==> src/rtl/gpio_pkg.sv <==
// Shared GPIO definitions: default sizing, direction encoding and the
// per-pin edge-event helper used by the input conditioner.
package gpio_pkg;

    localparam int   GPIO_N_DEFAULT           = 8;
    localparam int   GPIO_DB_CNT_W_DEFAULT    = 4;
    localparam int   GPIO_SYNC_STAGES_DEFAULT = 2;

    // Direction bit value meaning "pin is an input"; GPIO core uses the same encoding.
    localparam logic DIR_INPUT = 1'b1;

    // One-cycle edge event for a single pin: only input pins report edges.
    function automatic logic edge_event(
        input logic cur,
        input logic prev,
        input logic dir,
        input logic rise_en,
        input logic fall_en
    );
        logic is_input;
        is_input = (dir == DIR_INPUT);
        return is_input & ((cur & ~prev & rise_en) | (~cur & prev & fall_en));
    endfunction

endpackage

==> src/rtl/gpio_pin_filter.sv <==
// Single-pin front end: metastability synchroniser followed by a
// mismatch-counting debouncer that produces the clean pin level.
module gpio_pin_filter
    import gpio_pkg::*;
#(
    parameter int SYNC_STAGES = GPIO_SYNC_STAGES_DEFAULT,  // must be >= 2
    parameter int DB_CNT_W    = GPIO_DB_CNT_W_DEFAULT
) (
    input  logic                clk,
    input  logic                reset_n,
    input  logic                pad,
    input  logic [DB_CNT_W-1:0] db_limit,
    output logic                clean
);

    logic [SYNC_STAGES-1:0] sync_q;
    logic                   sync;
    logic [DB_CNT_W-1:0]    cnt;

    assign sync = sync_q[SYNC_STAGES-1];

    // Synchroniser chain: pad enters at bit 0, sync taken from the last stage.
    always_ff @(posedge clk or negedge reset_n) begin
        if (!reset_n) begin
            sync_q <= '0;
        end else begin
            sync_q <= {sync_q[SYNC_STAGES-2:0], pad};
        end
    end

    // Debounce: count consecutive mismatch cycles, accept the new level once
    // the count reaches db_limit. The >= compare means a db_limit lowered
    // below the running count accepts on the next mismatch, and cnt never wraps.
    always_ff @(posedge clk or negedge reset_n) begin
        if (!reset_n) begin
            clean <= 1'b0;
            cnt   <= '0;
        end else if (sync == clean) begin
            cnt   <= '0;
        end else if (cnt >= db_limit) begin
            clean <= sync;
            cnt   <= '0;
        end else begin
            cnt   <= cnt + DB_CNT_W'(1);
        end
    end

endmodule

==> src/rtl/gpio_input_conditioner.sv <==
// GPIO input conditioner: per-pin synchronise + debounce, then edge
// detection on input pins into sticky interrupt status and a combined irq.
module gpio_input_conditioner
    import gpio_pkg::*;
#(
    parameter int N           = GPIO_N_DEFAULT,
    parameter int SYNC_STAGES = GPIO_SYNC_STAGES_DEFAULT,
    parameter int DB_CNT_W    = GPIO_DB_CNT_W_DEFAULT
) (
    input  logic                clk,
    input  logic                reset_n,
    input  logic [N-1:0]        pad_in,
    input  logic [N-1:0]        gpio_direction,
    input  logic [DB_CNT_W-1:0] db_limit,
    input  logic [N-1:0]        rise_en,
    input  logic [N-1:0]        fall_en,
    input  logic [N-1:0]        irq_clear,
    output logic [N-1:0]        gpio_in_clean,
    output logic [N-1:0]        irq_status,
    output logic                irq
);

    logic [N-1:0] clean;
    logic [N-1:0] clean_d;
    logic [N-1:0] evt;

    for (genvar i = 0; i < N; i++) begin : g_pin
        gpio_pin_filter #(
            .SYNC_STAGES (SYNC_STAGES),
            .DB_CNT_W    (DB_CNT_W)
        ) u_filt (
            .clk      (clk),
            .reset_n  (reset_n),
            .pad      (pad_in[i]),
            .db_limit (db_limit),
            .clean    (clean[i])
        );

        assign evt[i] = edge_event(clean[i], clean_d[i], gpio_direction[i],
                                   rise_en[i], fall_en[i]);
    end

    assign gpio_in_clean = clean;

    // Previous clean level, the reference for edge detection.
    always_ff @(posedge clk or negedge reset_n) begin
        if (!reset_n) begin
            clean_d <= '0;
        end else begin
            clean_d <= clean;
        end
    end

    // Sticky status: clear first, then OR in new events so a coincident set wins.
    always_ff @(posedge clk or negedge reset_n) begin
        if (!reset_n) begin
            irq_status <= '0;
        end else begin
            irq_status <= (irq_status & ~irq_clear) | evt;
        end
    end

    assign irq = |irq_status;

endmodule

==> config.mk <==
export PLATFORM = sky130hd
export DESIGN_NAME = gpio_input_conditioner
export DESIGN_NICKNAME = d
export VERILOG_FILES = /design/src/rtl/gpio_pkg.sv /design/src/rtl/gpio_pin_filter.sv /design/src/rtl/gpio_input_conditioner.sv
export SDC_FILE = /design/constraint.sdc
export NUM_CORES = 1
export LEC_CHECK = 0
export ABC_AREA = 1
export BUFFER_PORTS_ARGS = -buffer_cell sky130_fd_sc_hd__buf_4
export CORE_UTILIZATION = 50
export DETAILED_ROUTE_END_ITERATION = 16
export GPL_TIMING_DRIVEN = 0
export PLACE_DENSITY = 0.8
export SLEW_MARGIN = 30
export SYNTH_ARGS = -nofsm -noshare
export SYNTH_HDL_FRONTEND = slang
export SYNTH_SLANG_ARGS = --single-unit
==> constraint.sdc <==
create_clock -name clk -period 1.5 [get_ports clk]
set_clock_uncertainty 0.1 [all_clocks]
set_input_delay 0.15 -clock clk [delete_from_list [all_inputs] [get_ports clk]]
set_output_delay 0.15 -clock clk [all_outputs]
set_load 0.01 [all_outputs]
==> metrics.csv <==
stage,metric,value,unit
outcome,violations,negative setup slack,
power_and_ir_drop,ir_drop,805,uV
detailed_routing,via_per_inst,4.92,
layout,nFillCells,554,
grt,grt_first_pass_wirelength,12.4,mm
detailed_routing,wl,8.00,mm
critical_path,worstPathMaxFanout,3,
critical_path,crit_chain,nor4_4 > nand2_1 > buf_4,
critical_path,ff2ff_setup_slack,0.07,ns
detailed_routing,first_iter_violations,110,
grt,groute.usage.overall,21.5,%
yosys,ys_seq_area_share,48.3,%
detailed_routing,firstDrtPassIters,4,
placement,hpwl,5.27,mm
layout,drive_gt1_share,23.7,%
clock_tree,cts_max_path_buffers,2,
timing,final-hold-violation-count,0,
clock_tree,cts.clk_slew.worst_paths,0.07,ns
flow_run,drv_cap,0,
layout,fin_area,4940,um2
floorplanning,dieArea,7810,um2
timing,maxSlewHeadroom,58.1,%
critical_path,slowest_delay,0.44,ns
grt,antenna_found_initial,0,
grt,grt_pass1_vias,2941,
grt,grt_max_degree,73,
timing,setup_violations,1,
layout,diodes,0,
detailed_routing,wire_per_inst,12.9,um
layout,utilization,68.4,%
timing,max_freq,0.631,GHz
power_and_ir_drop,p_comb_share,37.5,%
clock_tree,clock_sinks,72,
timing,fin_ws,-0.0836,ns
critical_path,start_kind,flop,
layout,seqCellArea,1800,um2
power_and_ir_drop,switching_share,38.1,%
timing,finalCritPeriodShare,106,%
timing,final.setup.tns,-0.0836,ns
power_and_ir_drop,power_frac_clock,19.1,%
yosys,ys_ff_latch,72,
power_and_ir_drop,powerDensity,1440,nW/um2
power_and_ir_drop,power.total,7.10,mW
timing,timing_max_transition_violations_final,0,
critical_path,critPathTopFamily,flip-flops,
timing,grt_setup_unrepaired,yes,
clock_tree,ctsHtreeMaxLevel,3,
yosys,synthesis.area,3730,um2
floorplanning,die_y,88.4,um
yosys,synthesis.nets,496,
critical_path,path_class,reg -> out,
critical_path,cp.buffers_inverters,1,
floorplanning,initial_utilization,51.7,%
power_and_ir_drop,power.switching,2.71,mW
floorplanning,core.rowCount,31,
yosys,yosys.cell_types.count,16,
layout,multi_input_area,1770,um2
detailed_routing,ant_nets,0,
clock_tree,cts_tree,built,
timing,worst_slew_pin_slew,0.629,ns
clock_tree,cts-root-buf,clkbuf_8,
yosys,syn_avg_cell_area,9.10,um2
clock_tree,numCtsBuffers,9,
yosys,synth_cells,410,
power_and_ir_drop,power_frac_seq,43.4,%
critical_path,slowest_stage,dfrtp_1,
critical_path,cp.required,1.25,ns
placement,port_buffers,62,
layout,nNetsFinal,601,
placement,dpl_cell_area,4320,um2
detailed_routing,drc,0,
yosys,yosysWarnings,0,
floorplanning,die_w,88.4,um
placement,gp_congestion,0.800,
outcome,status,"complete, but fails checks",
power_and_ir_drop,p_int,4.40,mW
worst_hold_path,min_path_type,in -> reg,
critical_path,arrival,1.33,ns
detailed_routing,via_count,3047,
clock_tree,clk_latency,0.35,ns
grt,grt-ovfl-total,0,
floorplanning,io_pins,63,
floorplanning,core_area,7210,um2
timing,period_minus_slack,1.58,ns
power_and_ir_drop,p_leak,2.72,nW
critical_path,end_kind,primary output,
layout,syn_to_final_growth,32.3,%
state kept, by name, summed over array words and instances, names as in the netlist:
name and flops:
g_pin.u_filt.clean 8, irq_status 8, clean_d 8, g_pin.u_filt.cnt 32, g_pin.u_filt.sync_q 16
cell usage after synthesis:
cell type | n | area (um2)
o21ai_0 | 8 | 40.0
dfrtp_1 | 72 | 1800
nand4_1 | 16 | 100
o21bai_1 | 8 | 60.1
nor4_1 | 2 | 12.5
nor2_2 | 6 | 37.5
buf_4 | 8 | 60.1
o22ai_1 | 6 | 37.5
inv_1 | 59 | 221
xor2_2 | 6 | 97.6
nand2_1 | 109 | 409
nor2_1 | 28 | 105
a21oi_1 | 14 | 70.1
xor2_1 | 10 | 87.6
nand3_1 | 18 | 90.1
ha_1 | 40 | 500
through the flow:
stage	worst slack, ns	hold WS (ns)	instances
6_report	-0.0836	0.00886	619
5_1_grt	-0.135	0.0156	619
4_1_cts	-0.140	0.00194	617
3_5_place_dp	-0.227	0.160	571
3_3_place_gp	-0.158	0.160	571
2_1_floorplan	0.170	-0.246	410
power groups by stage:
stage | Clock (mW) | Sequential [mW] | Combinational [mW]
2_1_floorplan | 0 | 2.96 | 1.63
3_3_place_gp | 0 | 3.04 | 2.33
3_5_place_dp | 0 | 3.08 | 2.44
4_1_cts | 1.39 | 3.07 | 2.54
5_1_grt | 1.47 | 3.15 | 3.06
6_report | 1.36 | 3.08 | 2.66
path summary, 6_finish.rpt:
kind	endpoint	depth (start not counted)	start
worst max-delay path	irq	3	irq_status[2]
worst min-delay path	irq_status[0]	3	rise_en[0]
worst max register to register	g_pin[3].u_filt.clean	5	g_pin[3].u_filt.cnt[3]
worst min register to register	g_pin[6].u_filt.sync_q[1]	0	g_pin[6].u_filt.sync_q[0]
max in group asynchronous	irq_status[6]	2	reset_n
min in group asynchronous	g_pin[6].u_filt.cnt[2]	2	reset_n
metal layers:
| layer | vias to the layer above | share of wire (%) | GRT usage (%) |
|---|---|---|---|
| met3 | 17 | 4.2 | 4.29 |
| met5 | - | 0 | 0 |
| met2 | 65 | 52 | 38.7 |
| li1 | 1519 | - | - |
| met4 | 0 | 2.7 | 12.2 |
| met1 | 1446 | 42 | 23.6 |
layout make-up:
type,count,area share (%)
tap,99,2.51
clock inverter,6,0.710
buffer,8,1.22
clock buffer,10,2.79
sequential,72,36.5
timing repair buffer,94,15.9
inverter,59,4.49
multi-input combinational,271,35.9
timing repair:
| item | 4_1_cts | 5_1_grt |
|---|---|---|
| endpoints found under the hold margin | 88 | 0 |
| gates resized for setup | 2 | 26 |
| setup endpoints to repair | 1 | 34 |
| hold buffers | 30 | 0 |
| setup buffers | 0 | 2 |
layout by cell type (no fill, tap or decap):
| cell | count |
|---|---|
| nand2_2 | 4 |
| dfrtp_2 | 1 |
| clkbuf_8 | 10 |
| dlygate4sd3_1 | 30 |
| buf_6 | 1 |
| nor4_4 | 1 |
| nor2_2 | 6 |
| o22ai_1 | 6 |
| nand4_1 | 16 |
| a21oi_1 | 8 |
| xor2_1 | 10 |
| nor4_2 | 1 |
| inv_2 | 2 |
| nand3_1 | 10 |
| o21ai_0 | 8 |
| xor2_2 | 6 |
| buf_4 | 71 |
| nand3_4 | 4 |
| nand2_1 | 105 |
| dfrtp_1 | 71 |
| a21oi_2 | 6 |
| inv_1 | 57 |
| clkinv_2 | 4 |
| nand3_2 | 4 |
| ha_1 | 40 |
| clkinvlp_4 | 2 |
| o21bai_1 | 8 |
| nor2_1 | 28 |
kinds of logic (layout without fill, tap and decap cells):
logic type / Yosys count / count (layout) / share of synthesized area, %
simple gates: 179 / 179 / 20.2
flops: 72 / 72 / 48.3
buf+inv: 67 / 177 / 7.55
fa+ha+maj: 40 / 40 / 13.4
compound gates: 36 / 36 / 5.57
xor+xnor: 16 / 16 / 4.96
worst register-to-register path: cells and delay by family, from the launching register on:
family          cells  cell delay (ns)
flops               1             0.41
simple gates        3             0.28
compound gates      1             0.24
fa+ha+maj           1             0.30
Power figures use the tool's default switching activity.
